### src/rtl/ethernet_transmit_package.sv
// Shared types and defaults for the GMII transmit path.
package ethernet_transmit_package;

  typedef enum logic [1:0] {
    IDLE,
    TRANSMIT,
    GAP
  } tx_state_t;

  localparam int unsigned DEFAULT_INTER_FRAME_GAP = 12;
  localparam int unsigned DEFAULT_FIFO_DEPTH      = 16;
  localparam int unsigned FIFO_WIDTH              = 9;

  typedef struct packed {
    logic       last;
    logic [7:0] data;
  } fifo_entry_t;

endpackage

### src/rtl/gmii_transmit_fifo.sv
// 9-bit synchronous show-ahead FIFO; pointers carry an extra wrap bit.
module gmii_transmit_fifo
  import ethernet_transmit_package::*;
#(
  parameter int unsigned DEPTH = DEFAULT_FIFO_DEPTH
) (
  input  logic                  i_clk,
  input  logic                  i_rst_n,
  input  logic                  i_wr_en,
  input  logic [FIFO_WIDTH-1:0] i_wr_data,
  input  logic                  i_rd_en,
  output logic [FIFO_WIDTH-1:0] o_rd_data,
  output logic                  o_full,
  output logic                  o_empty
);

  localparam int unsigned AW = $clog2(DEPTH);

  logic [FIFO_WIDTH-1:0] r_mem [DEPTH];
  logic [AW:0]           r_wr_ptr;
  logic [AW:0]           r_rd_ptr;
  logic                  w_do_wr;
  logic                  w_do_rd;

  assign o_empty   = (r_wr_ptr == r_rd_ptr);
  assign o_full    = (r_wr_ptr[AW] != r_rd_ptr[AW]) &&
                     (r_wr_ptr[AW-1:0] == r_rd_ptr[AW-1:0]);
  assign w_do_rd   = i_rd_en & ~o_empty;
  // A read in the same cycle frees the slot, so a write at full is still taken.
  assign w_do_wr   = i_wr_en & (~o_full | w_do_rd);
  assign o_rd_data = r_mem[r_rd_ptr[AW-1:0]];

  always_ff @(posedge i_clk) begin
    if (w_do_wr) begin
      r_mem[r_wr_ptr[AW-1:0]] <= i_wr_data;
    end
  end

  always_ff @(posedge i_clk or negedge i_rst_n) begin
    if (!i_rst_n) begin
      r_wr_ptr <= '0;
      r_rd_ptr <= '0;
    end else begin
      if (w_do_wr) r_wr_ptr <= r_wr_ptr + 1'b1;
      if (w_do_rd) r_rd_ptr <= r_rd_ptr + 1'b1;
    end
  end

endmodule

### src/rtl/gmii_transmitter.sv
// Frame gating, lookahead last-byte marking, elastic buffer and GMII output FSM.
module gmii_transmitter
  import ethernet_transmit_package::*;
#(
  parameter int unsigned INTER_FRAME_GAP = DEFAULT_INTER_FRAME_GAP,
  parameter int unsigned FIFO_DEPTH      = DEFAULT_FIFO_DEPTH
) (
  input  logic        clock,
  input  logic        reset_n,
  input  logic        enable,
  input  logic        pll_lock,
  input  logic [7:0]  transmit_data,
  input  logic        transmit_data_valid,
  output logic [7:0]  gmii_transmit_data,
  output logic        gmii_transmit_enable,
  output logic        gmii_transmit_error,
  output logic [15:0] frame_count,
  output logic        overflow
);

  localparam int unsigned GW = $clog2(INTER_FRAME_GAP + 1);

  logic        r_valid_d;
  logic        r_accept;
  logic        r_la_valid;
  logic [7:0]  r_la_data;
  logic        w_frame_start;
  logic        w_frame_ok;

  fifo_entry_t w_wr_entry;
  fifo_entry_t w_head;
  logic        w_full;
  logic        w_empty;
  logic        w_pop;

  tx_state_t   r_state;
  tx_state_t   w_state_nxt;
  logic [GW-1:0] r_gap_cnt;
  logic [GW-1:0] w_gap_nxt;
  logic [7:0]  r_txd;
  logic [7:0]  w_txd_nxt;
  logic        r_txen;
  logic        w_txen_nxt;
  logic        r_txer;
  logic        w_txer_nxt;
  logic        w_frame_done;
  logic [15:0] r_frame_count;
  logic        r_overflow;

  // r_valid_d resets high so a frame already in flight at release never looks like a start.
  assign w_frame_start = transmit_data_valid & ~r_valid_d;
  assign w_frame_ok    = w_frame_start ? (enable & pll_lock) : r_accept;

  always_ff @(posedge clock or negedge reset_n) begin
    if (!reset_n) begin
      r_valid_d  <= 1'b1;
      r_accept   <= 1'b0;
      r_la_valid <= 1'b0;
      r_la_data  <= '0;
    end else begin
      r_valid_d  <= transmit_data_valid;
      if (w_frame_start) r_accept <= enable & pll_lock;
      r_la_valid <= transmit_data_valid & w_frame_ok;
      r_la_data  <= transmit_data;
    end
  end

  assign w_wr_entry.last = ~transmit_data_valid;
  assign w_wr_entry.data = r_la_data;

  gmii_transmit_fifo #(
    .DEPTH (FIFO_DEPTH)
  ) u_fifo (
    .i_clk     (clock),
    .i_rst_n   (reset_n),
    .i_wr_en   (r_la_valid),
    .i_wr_data (w_wr_entry),
    .i_rd_en   (w_pop),
    .o_rd_data (w_head),
    .o_full    (w_full),
    .o_empty   (w_empty)
  );

  always_ff @(posedge clock or negedge reset_n) begin
    if (!reset_n) begin
      r_state       <= IDLE;
      r_gap_cnt     <= '0;
      r_txd         <= '0;
      r_txen        <= 1'b0;
      r_txer        <= 1'b0;
      r_frame_count <= '0;
      r_overflow    <= 1'b0;
    end else begin
      r_state   <= w_state_nxt;
      r_gap_cnt <= w_gap_nxt;
      r_txd     <= w_txd_nxt;
      r_txen    <= w_txen_nxt;
      r_txer    <= w_txer_nxt;
      if (w_frame_done) r_frame_count <= r_frame_count + 16'd1;
      if (r_la_valid && w_full && !w_pop) r_overflow <= 1'b1;
    end
  end

  // A popped last byte goes straight to GAP, also from IDLE, so 1-byte frames need no TRANSMIT cycle.
  always_comb begin
    w_state_nxt  = r_state;
    w_gap_nxt    = r_gap_cnt;
    w_pop        = 1'b0;
    w_txd_nxt    = '0;
    w_txen_nxt   = 1'b0;
    w_txer_nxt   = 1'b0;
    w_frame_done = 1'b0;
    unique case (r_state)
      IDLE, TRANSMIT: begin
        if (!w_empty) begin
          w_pop      = 1'b1;
          w_txd_nxt  = w_head.data;
          w_txen_nxt = 1'b1;
          if (w_head.last) begin
            w_state_nxt  = GAP;
            w_gap_nxt    = '0;
            w_frame_done = 1'b1;
          end else begin
            w_state_nxt = TRANSMIT;
          end
        end else if (r_state == TRANSMIT) begin
          w_txen_nxt = 1'b1;
          w_txer_nxt = 1'b1;
        end
      end
      GAP: begin
        if (r_gap_cnt == GW'(INTER_FRAME_GAP - 1)) begin
          w_state_nxt = IDLE;
        end else begin
          w_gap_nxt = r_gap_cnt + 1'b1;
        end
      end
      default: w_state_nxt = IDLE;
    endcase
  end

  assign gmii_transmit_data   = r_txd;
  assign gmii_transmit_enable = r_txen;
  assign gmii_transmit_error  = r_txer;
  assign frame_count          = r_frame_count;
  assign overflow             = r_overflow;

endmodule

### config.mk
export PLATFORM = sky130hd
export DESIGN_NAME = gmii_transmitter
export DESIGN_NICKNAME = d
export VERILOG_FILES = /design/src/rtl/ethernet_transmit_package.sv /design/src/rtl/gmii_transmit_fifo.sv /design/src/rtl/gmii_transmitter.sv
export SDC_FILE = /design/constraint.sdc
export NUM_CORES = 1
export LEC_CHECK = 0
export ABC_AREA = 1
export BUFFER_PORTS_ARGS = -buffer_cell sky130_fd_sc_hd__buf_2
export CORE_MARGIN = 3
export CORE_UTILIZATION = 32
export CTS_BUF_LIST = sky130_fd_sc_hd__clkbuf_4
export CTS_CLUSTER_DIAMETER = 30
export CTS_CLUSTER_SIZE = 10
export DETAILED_ROUTE_END_ITERATION = 12
export GPL_ROUTABILITY_DRIVEN = 0
export SKIP_CTS_REPAIR_TIMING = 1
export SYNTH_ARGS = -nofsm -noshare
export SYNTH_HDL_FRONTEND = slang
export SYNTH_HIERARCHICAL = 1
export SYNTH_SLANG_ARGS = --single-unit
### constraint.sdc
create_clock -name clock -period 5.31 [get_ports clock]
set_input_delay 0.531 -clock clock [delete_from_list [all_inputs] [get_ports clock]]
set_output_delay 0.531 -clock clock [all_outputs]
set_load 0.02 [all_outputs]
==> flow_summary.yaml, run 1 <==
route:
  first_pass_iters: 5
  wl_per_cell_um: 17.2
  drtAntennaViolNets: 0
  drt_drc_violations_left: 0
  drt_iter0_drc: 582
  vias_per_cell: 4.85
  vias: 5411
  totalWireLength_um: 19200
logic_synthesis:
  synth_nets: 759
  synthTopCellsByCount: "edfxtp_1, nor2_1, nand2_1"
  synth_edf_count: 144
  synth_top_area_share_pct: 52.4
  syn_area_sq_mm: 0.00826
  synth.avg_cell_area_sq_um: 11.2
  synth_area_leader_cell: "edfxtp_1"
  yosysMostFrequentCell: "edfxtp_1"
  synth_area_leaders: "edfxtp_1, dfrtp_1, nor2_1"
  synth_cells: 739
  synth_seq_cells: 198
  yosysUniqueCellTypes: 35
  ys.flop_type: "edfxtp_1"
  ys_seq_area_share_pct: 68.8
  synth_async_sr_flop_share_pct: 27.3
  yosysWarnings: 6
cts:
  clockBufferDepth: 2
  htreeDepth: 4
  clock_latency_ns: 0.57
  clock_sinks: 198
  tritoncts: "done"
  clockRootBuffer: "clkbuf_4"
  cts_made_buffers: 17
  clk_pin_slew_worst_paths_ns: 0.14
setup_path:
  crit_buf_inv: 3
  cp.arrival_ns: 3.34
  regToRegSetupSlack_ns: 2.18
  rr_endpoint: "u_fifo/r_mem[1][8]"
  critPathMaxStageDelay_ns: 0.72
  critical_path_required_ns: 5.52
  reg2reg_from: "u_fifo/r_rd_ptr[2]"
  cp_top_family: "simple AND/OR/NAND/NOR gates"
  worstSetupPathType: "reg2reg"
  critical_path_depth: 11
  crit_chain: "inv_2 > nand2_1 > nand2_1 > nor2_4 > nand3_1 > inv_1 > nor2_4 > inv_1 > nand4_4 > nand2_2 > nor2_1"
  cp-start-kind: "flip-flop"
  crit_fanout: 21
  crit_end: "u_fifo/r_mem[1][8]"
  cp-end-kind: "flip-flop"
  r2r_cells: 11
  critPathLaunch: "u_fifo/r_rd_ptr[2]"
  slowest_stage: "nor2_1"
power_and_ir_drop:
  power_density_mw_per_mm2: 480
  peakVddDrop_mv: 0.335
  p_seq_share_pct: 45.2
  p_clk_share_pct: 19.6
  comb_power_share_pct: 35.2
  p_int_uw: 2620
  cellLeakagePower_uw: 0.00348
  swShare_pct: 39.9
  power.switching_uw: 1740
floorplan:
  initial_core_util_pct: 32.7
  coreArea_sq_mm: 0.0253
  ios: 40
  design.die.area_sq_mm: 0.0278
  rows: 58
  die_w_um: 167
  die_y_um: 167
hold_path:
  hold_path_class: "in2reg"
layout:
  drive_gt1_share_pct: 12.4
  post-route-util_pct: 35.9
  nFillCells: 2511
  fin_nets: 792
  syn2layout_area_growth_pct: 9.87
sta:
  tightest_slew_ns: 0.857
  finClkSkew_ns: 0.0187
  final.period_utilization_pct: 59.0
  fin_setup_tns_ns: 0
  setup_viol: 0
  relSlewSlack_pct: 42.9
  min_period_ns: 3.13
  slew_violations: 0
  max_freq_mhz: 319
  hold_viol_final: 0
  rsz0062_at_grt: "false"
grt:
  grt_pass1_wl_um: 29600
  gr-total-overflow: 0
  grt_pass1_vias: 5236
  grt_antenna_before_repair: 1
  grt_max_degree: 74
  grt_use_total_pct: 14.0
placement:
  post-dp-hpwl_um: 12300
  port-buffer-count: 39
job:
  max_cap_violations: 0
outcome:
  outcome: "completed"
## cell families after synthesis
| logic type | Yosys count | synth area share, % |
|---|---|---|
| AO/OA/AOI/OAI | 118 | 7.93 |
| XOR/XNOR | 19 | 2.02 |
| adder cells (fa/ha/maj) | 7 | 1.06 |
| buffers and inverters | 79 | 4.23 |
| flip-flops | 198 | 68.8 |
| AND/OR/NAND/NOR | 318 | 16.0 |
## cells in the final DEF, fill, tap and decap left out, types with 18 or more instances in the layout
master	synthesis	routed
nand3_1	29	29
nand2_1	130	130
clkbuf_4	0	19
buf_2	13	39
dfrtp_1	53	52
o21ai_0	84	84
o211ai_1	18	18
edfxtp_1	144	144
nor2_1	139	139
inv_1	41	40
## power groups by stage
stage          sequential [uW]  clock (uW)  combinational, uW
2_1_floorplan             1990           0               1100
3_3_place_gp              2000           0               1520
3_5_place_dp              2010           0               1520
4_1_cts                   1970         873               1520
5_1_grt                   2000         945               1720
6_report                  1970         854               1530
## how the worst min path moves through the flow
| stage | from | to | cells past startpoint |
|---|---|---|---|
| 2_1_floorplan | reset_n | frame_count[0] | 0 |
| 3_3_place_gp | overflow | overflow | 1 |
| 3_5_place_dp | overflow | overflow | 1 |
| 4_1_cts | transmit_data_valid | r_valid_d | 1 |
| 5_1_grt | transmit_data[7] | r_la_data[7] | 1 |
| 6_report | transmit_data[7] | r_la_data[7] | 1 |
## registers in the layout (all words and copies together), names as in the netlist, 2 cells and up
register / count
u_fifo/r_rd_ptr: 5
u_fifo/r_mem: 144
r_gap_cnt: 4
r_la_data: 8
gmii_transmit_data: 8
frame_count: 16
r_state: 2
u_fifo/r_wr_ptr: 5
## layer usage
layer	global-route usage [%]	routed length [um]
met4	4.48	356
met2	22.6	9130
met3	2.92	1180
met5	0	0
met1	19.1	8480
## through the flow
| stage | power (uW) | cells | instance area [sq um] | worst slack [ns] | hold slack (ns) |
|---|---|---|---|---|---|
| finish | 4360 | 1116 | 9070 | 2.18 | 0.0627 |
| global route | 4660 | 1116 | 9070 | 1.94 | 0.00123 |
| detailed placement | 3520 | 1080 | 8730 | 2.22 | 0.458 |
| CTS | 4370 | 1112 | 9040 | 2.19 | -0.0124 |
| floorplan | 3090 | 739 | 8260 | 2.97 | 0.235 |
| global placement | 3530 | 1080 | 8730 | 2.27 | 0.457 |
## worst register-to-register path, delay by kind of cell (launching register included)
family	cells	cell delay (ns)
buffers and inverters	3	0.47
and+or+nand+nor	8	1.71
DFF	1	0.60
## layout make-up
| type | instances | area [sq um] | share of cell area (%) |
|---|---|---|---|
| Timing Repair Buffer | 46 | 255 | 2.81 |
| Inverter | 47 | 179 | 1.97 |
| Clock buffer | 19 | 143 | 1.57 |
| Clock inverter | 13 | 170 | 1.88 |
| Antenna cell | 1 | 2.50 | 0.0276 |
| Sequential cell | 198 | 5680 | 62.6 |
| Multi-Input combinational cell | 462 | 2230 | 24.6 |
| Tap cell | 330 | 413 | 4.55 |
Power figures use the tool's default switching activity.
==> run 2, diff against run 1 <==
==> constraint.sdc (replaced) <==
create_clock -name clock -period 3 [get_ports clock]
set_input_delay 0.3 -clock clock [delete_from_list [all_inputs] [get_ports clock]]
set_output_delay 0.3 -clock clock [all_outputs]
set_load 0.02 [all_outputs]
==> flow_summary.yaml, run 2 (same netlist as run 1, synthesis figures left out) <==
cts:
  clock_sinks: 198
  clockRootBuffer: "clkbuf_4"
  clockBufferDepth: 2
  cts_made_buffers: 17
  tritoncts: "done"
  clock_latency_ns: 0.60
  clk_pin_slew_worst_paths_ns: 0.15
  htreeDepth: 4
sta:
  relSlewSlack_pct: 37.2
  hold_slack_ns: 0.0621
  setup_viol: 0
  fin_setup_tns_ns: 0
  tightest_slew_ns: 0.938
  slew_violations: 0
  rsz0062_at_grt: "false"
  final.period_utilization_pct: 92.6
  hold_viol_final: 0
  finClkSkew_ns: 0.0232
  max_freq_mhz: 360
  min_period_ns: 2.78
setup_path:
  crit_buf_inv: 3
  cp_common_cell: "inv_1"
  r2r_cells: 11
  worstSetupPathType: "reg2reg"
  slowest_stage: "nor2_1"
  critical_path_required_ns: 3.23
  crit_chain: "inv_1 > nand2_1 > nand2_1 > nor2_4 > nand3_1 > inv_1 > nor2_4 > inv_1 > nand4_4 > nand2_2 > nor2_1"
  cp_top_family: "simple AND/OR/NAND/NOR gates"
  critical_path_depth: 11
  crit_fanout: 13
  cp-start-kind: "flip-flop"
  cp.arrival_ns: 3.00
  critPathMaxStageDelay_ns: 0.76
  cp-end-kind: "flip-flop"
layout:
  drive_gt1_share_pct: 14.6
  layout_common_cells: "edfxtp_1, nor2_1, nand2_1, o21ai_0, dfrtp_1"
  layout_commonest_cell: "edfxtp_1"
  largest_register_ff_count: 144
  syn2layout_area_growth_pct: 12.7
  fin_nets: 824
floorplan:
  die_y_um: 167
  coreArea_sq_mm: 0.0253
  rows: 58
  ios: 40
  initial_core_util_pct: 32.7
  design.die.area_sq_mm: 0.0278
  die_w_um: 167
grt:
  grt_max_degree: 74
  grt_pass1_vias: 5414
  grt_antenna_before_repair: 1
  gr-total-overflow: 0
  grt_pass1_wl_um: 30500
  grt_use_total_pct: 14.2
outcome:
  outcome: "completed"
hold_path:
  whs_path_depth: 3
  hold_path_class: "in2reg"
route:
  vias: 5552
  drt_iter0_drc: 461
  vias_per_cell: 4.84
  drt_drc_violations_left: 0
  wl_per_cell_um: 17.0
  first_pass_iters: 5
  totalWireLength_um: 19500
  drtAntennaViolNets: 0
placement:
  port-buffer-count: 39
  post-dp-hpwl_um: 12600
power_and_ir_drop:
  cellLeakagePower_uw: 0.00362
  peakVddDrop_mv: 0.739
  power_density_mw_per_mm2: 827
  power_uw: 7690
job:
  max_cap_violations: 0
==> run 2: metal layers <==
metal  wire (um)  up-vias  track usage [%]
met3         999       24             2.75
met2        9290      154             23.0
met1        8850     2740             19.3
met4         352        0             4.63
li1            -     2634                -
met5           0        -                0
==> run 2: worst paths after layout <==
path,from,end,slack (ns)
min in group asynchronous,reset_n,r_la_data[4],0.35
max in group asynchronous,reset_n,u_fifo/r_rd_ptr[0],2.14
hold reg to reg,frame_count[2],frame_count[2],0.52
setup / recovery,u_fifo/r_wr_ptr[2],u_fifo/r_mem[11][4],0.22
hold / removal,enable,r_la_valid,0.06
setup reg to reg,u_fifo/r_wr_ptr[2],u_fifo/r_mem[11][4],0.22
==> run 2: final cells by class <==
type                    instances  area (sq um)
diodes                          1          2.50
flip-flops and latches        198          5680
clock buffers                  18           135
multi-input cells             462          2230
clock inverters                14           134
repair buffers                 78           531
inverters                      47           179
well taps                     330           413
fillers                      2499         16000
==> run 2: per-stage QoR <==
| step | setup slack, ns | instances | utilization, % | instance area (sq um) |
|---|---|---|---|---|
| floorplan | 0.656 | 739 | - | 8260 |
| global placement | 0.424 | 1103 | 35.3 | 8910 |
| detailed placement | 0.307 | 1103 | 35.3 | 8910 |
| CTS | 0.241 | 1135 | 36.4 | 9180 |
| global route | 0.0955 | 1148 | 36.8 | 9300 |
| finish | 0.223 | 1148 | 36.8 | 9300 |
==> run 2: tightest hold or removal path, delay by kind of cell <==
kind | cells | cell delay [ns]
AOI/OAI and AO/OA | 2 | 0.23
buffers and inverters | 1 | 0.07
==> run 2: where the power goes <==
group          internal, uW  switching, uW  total [uW]  leakage (uW)
Sequential             3230            217        3450       0.00199
Combinational           886           2000        2880       0.00148
Clock                   441            918        1360      0.000147
Total                  4560           3130        7690       0.00362
